### config.mk
export PLATFORM = sky130hd
export DESIGN_NAME = pipe_stage_buffer
export DESIGN_NICKNAME = d
export VERILOG_FILES = /design/src/rtl/pipe_stage_buffer_mem.sv /design/src/rtl/pipe_stage_buffer.sv
export SDC_FILE = /design/constraint.sdc
export NUM_CORES = 1
export LEC_CHECK = 0
export CAP_MARGIN = 25
export CORE_ASPECT_RATIO = 0.6
export CORE_MARGIN = 2
export CORE_UTILIZATION = 53
export DETAILED_ROUTE_END_ITERATION = 7
export HOLD_SLACK_MARGIN = 0.02
export PLACE_DENSITY_LB_ADDON = 0.1
export SKIP_CTS_REPAIR_TIMING = 1
export SLEW_MARGIN = 25
export SYNTH_ARGS = -nofsm -noshare
export SYNTH_HDL_FRONTEND = slang
export SYNTH_SLANG_ARGS = --single-unit
### constraint.sdc
create_clock -name i_clk -period 19.8 [get_ports i_clk]
set_clock_uncertainty 0.05 [all_clocks]
set_input_delay 1.98 -clock i_clk [delete_from_list [all_inputs] [get_ports i_clk]]
set_output_delay 1.98 -clock i_clk [all_outputs]
set_load 0.1 [all_outputs]
### src/rtl/pipe_stage_buffer_mem.sv
// DEPTH x WIDTH payload store for pipe_stage_buffer.
// Synchronous write port and asynchronous read port.
module pipe_stage_buffer_mem #(
  parameter int unsigned WIDTH = 64,
  parameter int unsigned DEPTH = 2,
  parameter int unsigned PTR_W = $clog2(DEPTH)
) (
  input  logic             i_clk,
  input  logic             i_we,
  input  logic [PTR_W-1:0] i_waddr,
  input  logic [WIDTH-1:0] i_wdata,
  input  logic [PTR_W-1:0] i_raddr,
  output logic [WIDTH-1:0] o_rdata
);

  logic [WIDTH-1:0] mem_q [DEPTH];

  // Payload storage needs no reset; occupancy is tracked by the owner.
  always_ff @(posedge i_clk) begin
    if (i_we) begin
      mem_q[i_waddr] <= i_wdata;
    end
  end

  assign o_rdata = mem_q[i_raddr];

endmodule

### src/rtl/pipe_stage_buffer.sv
// Pipeline-stage skid FIFO: DEPTH-entry buffer with registered o_ready, bypass on empty,
// flush, occupancy reporting and a sticky overflow flag.
module pipe_stage_buffer #(
  parameter int unsigned WIDTH = 64,
  parameter int unsigned DEPTH = 2,
  parameter int unsigned CNT_W = $clog2(DEPTH + 1)
) (
  input  logic             i_clk,
  input  logic             i_rst,
  input  logic [WIDTH-1:0] i_data,
  input  logic             i_submit,
  output logic             o_ready,
  output logic [WIDTH-1:0] o_data,
  output logic             o_submit,
  input  logic             i_next_ready,
  input  logic             i_flush,
  output logic [CNT_W-1:0] o_count,
  output logic             o_overflow
);

  localparam int unsigned PtrW = $clog2(DEPTH);
  localparam logic [CNT_W-1:0] DepthCnt = CNT_W'(DEPTH);

  logic [CNT_W-1:0] count_q, count_d;
  logic [PtrW-1:0]  rd_ptr_q, rd_ptr_d;
  logic [PtrW-1:0]  wr_ptr_q, wr_ptr_d;
  logic             ready_q, ready_d;
  logic             submit_q, submit_d;
  logic [WIDTH-1:0] data_q, data_d;
  logic             overflow_q, overflow_d;

  logic             has_data;
  logic             push;
  logic             pop;
  logic             bypass;
  logic             mem_we;
  logic [WIDTH-1:0] mem_rdata;

  assign has_data = (count_q != '0);
  assign push     = i_submit & ready_q;
  assign pop      = i_next_ready & (has_data | i_submit);
  // An empty buffer forwards the incoming payload straight to o_data.
  assign bypass   = pop & ~has_data;

  always_comb begin
    count_d    = count_q;
    rd_ptr_d   = rd_ptr_q;
    wr_ptr_d   = wr_ptr_q;
    submit_d   = 1'b0;
    data_d     = data_q;
    overflow_d = overflow_q;
    mem_we     = 1'b0;

    if (i_flush) begin
      count_d  = '0;
      rd_ptr_d = '0;
      wr_ptr_d = '0;
    end else begin
      overflow_d = overflow_q | (i_submit & ~ready_q);
      submit_d   = pop;
      if (pop) begin
        if (has_data) begin
          data_d   = mem_rdata;
          rd_ptr_d = rd_ptr_q + PtrW'(1);
        end else begin
          data_d = i_data;
        end
      end
      mem_we = push & ~bypass;
      if (mem_we) begin
        wr_ptr_d = wr_ptr_q + PtrW'(1);
      end
      count_d = count_q + CNT_W'(mem_we) - CNT_W'(pop & has_data);
    end

    ready_d = (count_d < DepthCnt);
  end

  always_ff @(posedge i_clk) begin
    if (!i_rst) begin
      count_q    <= '0;
      rd_ptr_q   <= '0;
      wr_ptr_q   <= '0;
      ready_q    <= 1'b1;
      submit_q   <= 1'b0;
      data_q     <= '0;
      overflow_q <= 1'b0;
    end else begin
      count_q    <= count_d;
      rd_ptr_q   <= rd_ptr_d;
      wr_ptr_q   <= wr_ptr_d;
      ready_q    <= ready_d;
      submit_q   <= submit_d;
      data_q     <= data_d;
      overflow_q <= overflow_d;
    end
  end

  pipe_stage_buffer_mem #(
    .WIDTH (WIDTH),
    .DEPTH (DEPTH),
    .PTR_W (PtrW)
  ) u_mem (
    .i_clk   (i_clk),
    .i_we    (mem_we),
    .i_waddr (wr_ptr_q),
    .i_wdata (i_data),
    .i_raddr (rd_ptr_q),
    .o_rdata (mem_rdata)
  );

  assign o_ready    = ready_q;
  assign o_data     = data_q;
  assign o_submit   = submit_q;
  assign o_count    = count_q;
  assign o_overflow = overflow_q;

endmodule

==> out/metrics.yaml <==
grt:
  grt_pass1_wl_mm: 26.8
  antenna_found_initial: 0
  overflow: 0
  grt_max_degree: 68
  grt_pass1_vias: 5116
  grt_usage_pct: 22.1
pwr:
  power_mw: 0.921
  combPwrFrac_pct: 14.6
  p_per_area_nw_per_um2: 94.4
  ir_drop_uv: 55.2
  p_leak_nw: 3.42
  switching_share_pct: 28.1
  internal_power_mw: 0.662
  p_seq_share_pct: 50.4
  p_clk_share_pct: 35.0
  p_sw_mw: 0.259
synth:
  netlist_area_um2: 7750
  avgSynthCellArea_um2: 13.1
  async_flop_share_pct: 0
  synth_cell_types: 27
  netlist_instances: 591
  syn-num-nets: 662
  synth-main-ff-cell: "edfxtp_1"
  yosysTopAreaCellShare_pct: 49.6
  synth_area_leaders: "edfxtp_1 50%, dfxtp_1 19%, nand2_1 9.4%"
  synth-seq-area-share_pct: 68.2
  yosys.area.top_type: "edfxtp_1"
  ys_ff_latch: 200
  synth_edf_count: 128
  yosys_warnings: 0
cells_and_area:
  multi_input_comb_area_um2: 2220
  diodes: 0
  area_delta_synth_final_pct: 26.0
  layout_common_cells: "194 x nand2_1, 136 x clkdlybuf4s50_1, 128 x edfxtp_1, 71 x dfxtp_1, 65 x mux2i_1"
  final_layout_size_suffix_gt1_share_pct: 6.59
  fin_nets: 786
  fin_area_um2: 9760
  fillers: 1066
  regArea_um2: 5290
  layout_commonest_cell: "nand2_1"
timing:
  drv_slew: 0
  rsz0062_at_grt: "no"
  tightest_slew_ns: 1.01
  setup-tns-final_ns: 0
  setup_viol: 0
  slew-limit-headroom_pct: 32.6
  setup_ws_ns: 15.69
  holdWs_ns: 0.415
  period_minus_slack_ns: 4.11
  finalCritPeriodShare_pct: 20.8
  hold_viol: 0
  max_clock_freq_mhz: 243
setup_path:
  cp.depth: 1
  cp-startpoint: "o_count[1]"
  start_kind: "flip-flop"
  r2r_end: "u_mem.mem_q[1][29]"
  cp_slowest_stage_delay_ns: 1.19
  critPathBufInv: 1
  r2r_setup_slack_ns: 16.99
  path_max_fanout: 6
  cp-endpoint: "o_count[1]"
  cp_top_family: "buffers and inverters"
  end_kind: "output pin"
  r2r_start: "o_count[1]"
  required_ns: 17.77
  cp_slowest_cell: "clkdlybuf4s50_1"
  cp.arrival_ns: 2.08
  cp_cell_sequence: "clkdlybuf4s50_1"
  crit_type: "flip-flop to output pin"
  reg2reg_depth: 5
floorplanning:
  die_x_um: 160
  io_pins: 138
  die_y_um: 97.7
  die_area_um2: 15600
  start_util_pct: 53.9
  rows: 34
  core_um2: 14400
placement:
  pre_cts_ws_ns: 15.47
  io_buffers: 137
  gp_congestion: 0.751
  dpl.hpwl_mm: 9.35
  dpl_cell_area_um2: 9220
drt:
  first_pass_iters: 4
  drt_wl_total_mm: 16.6
  ant_nets: 0
  routed-via-count: 5089
  via_per_inst: 5.50
  drt-initial-drc-count: 378
  drc: 0
  wl_per_cell_um: 17.9
outcome:
  status: "complete, no violations"
clock_tree:
  cts_sinks: 200
  cts_tree: "yes"
  clockBufferDepth: 2
  h-tree-depth: 4
  clock_latency_ns: 0.42
  path_clk_slew_ns: 0.07
  cts-root-buf: "clkbuf_16"
  cts_buffers: 17
min_path:
  hp-start: "o_data[10]"
  min_path_type: "flip-flop to flip-flop"
run:
  cap_violations: 0
-- logic make-up (layout without fill, tap and decap cells) --
family	after synthesis	in the layout	synth area share, %
buffers and inverters	43	180	3.31
xor gates and xnor gates	3	3	0.339
AOI/OAI and AO/OA	68	68	8.79
adders and majority gates	2	2	0.323
and+or+nand+nor	210	210	10.6
muxes	65	65	8.40
DFF	200	200	68.2
-- power by group through the flow --
stage | logic, mW | clock network (mW) | registers (mW)
2_1_floorplan | 0.0405 | 0 | 0.526
3_3_place_gp | 0.132 | 0 | 0.474
3_5_place_dp | 0.135 | 0 | 0.474
4_1_cts | 0.135 | 0.326 | 0.465
5_1_grt | 0.142 | 0.343 | 0.466
6_report | 0.135 | 0.322 | 0.465
-- worst min-delay path by stage --
stage | end | slack, ns | cells after the start
finish | o_data[10] | 0.42 | 1
detailed placement | o_data[34] | 0.40 | 1
CTS | o_data[44] | 0.42 | 1
global placement | o_data[4] | 0.40 | 1
floorplan | wr_ptr_q | 0.40 | 2
global route | o_data[58] | 0.43 | 1
-- layout make-up --
| cell class | instances | area share, % |
|---|---|---|
| inverter | 3 | 0.115 |
| tap | 198 | 2.54 |
| multi-input combinational | 348 | 22.8 |
| timing repair buffer | 145 | 14.8 |
| sequential | 200 | 54.2 |
| clock inverter | 14 | 1.20 |
| clock buffer | 18 | 4.40 |
-- cells in the mapped netlist, types with 3 or more instances --
cell        n
mux2i_1    65
clkbuf_1    3
a32o_1     64
buf_6       7
nand2_1   194
nor3_1      3
edfxtp_1  128
dfxtp_1    72
buf_2      28
nor2_1      3
-- sequential cells by signal, indices dropped and copies added (netlist names), named ones only --
name	cells
u_mem.mem_q	128
o_data	64
o_count	2
o_overflow	1
o_ready	1
o_submit	1
rd_ptr_q	1
wr_ptr_q	1
-- routing by layer --
layer | vias to the layer above | part of all wire, % | track usage, %
met5 | - | 0 | 0
met4 | 0 | 1.2 | 8.25
met3 | 18 | 5.8 | 4.18
met2 | 181 | 47 | 35.6
met1 | 2482 | 46 | 30.2
li1 | 2408 | - | -
-- stage by stage --
| step | instances | utilization [%] |
|---|---|---|
| 4_1_cts | 926 | 67.9 |
| 3_5_place_dp | 894 | 64.1 |
| 2_1_floorplan | 591 | - |
| 3_3_place_gp | 893 | 63.9 |
| 6_report | 926 | 67.9 |
| 5_1_grt | 926 | 67.9 |
(Power assumes the default switching activity.)
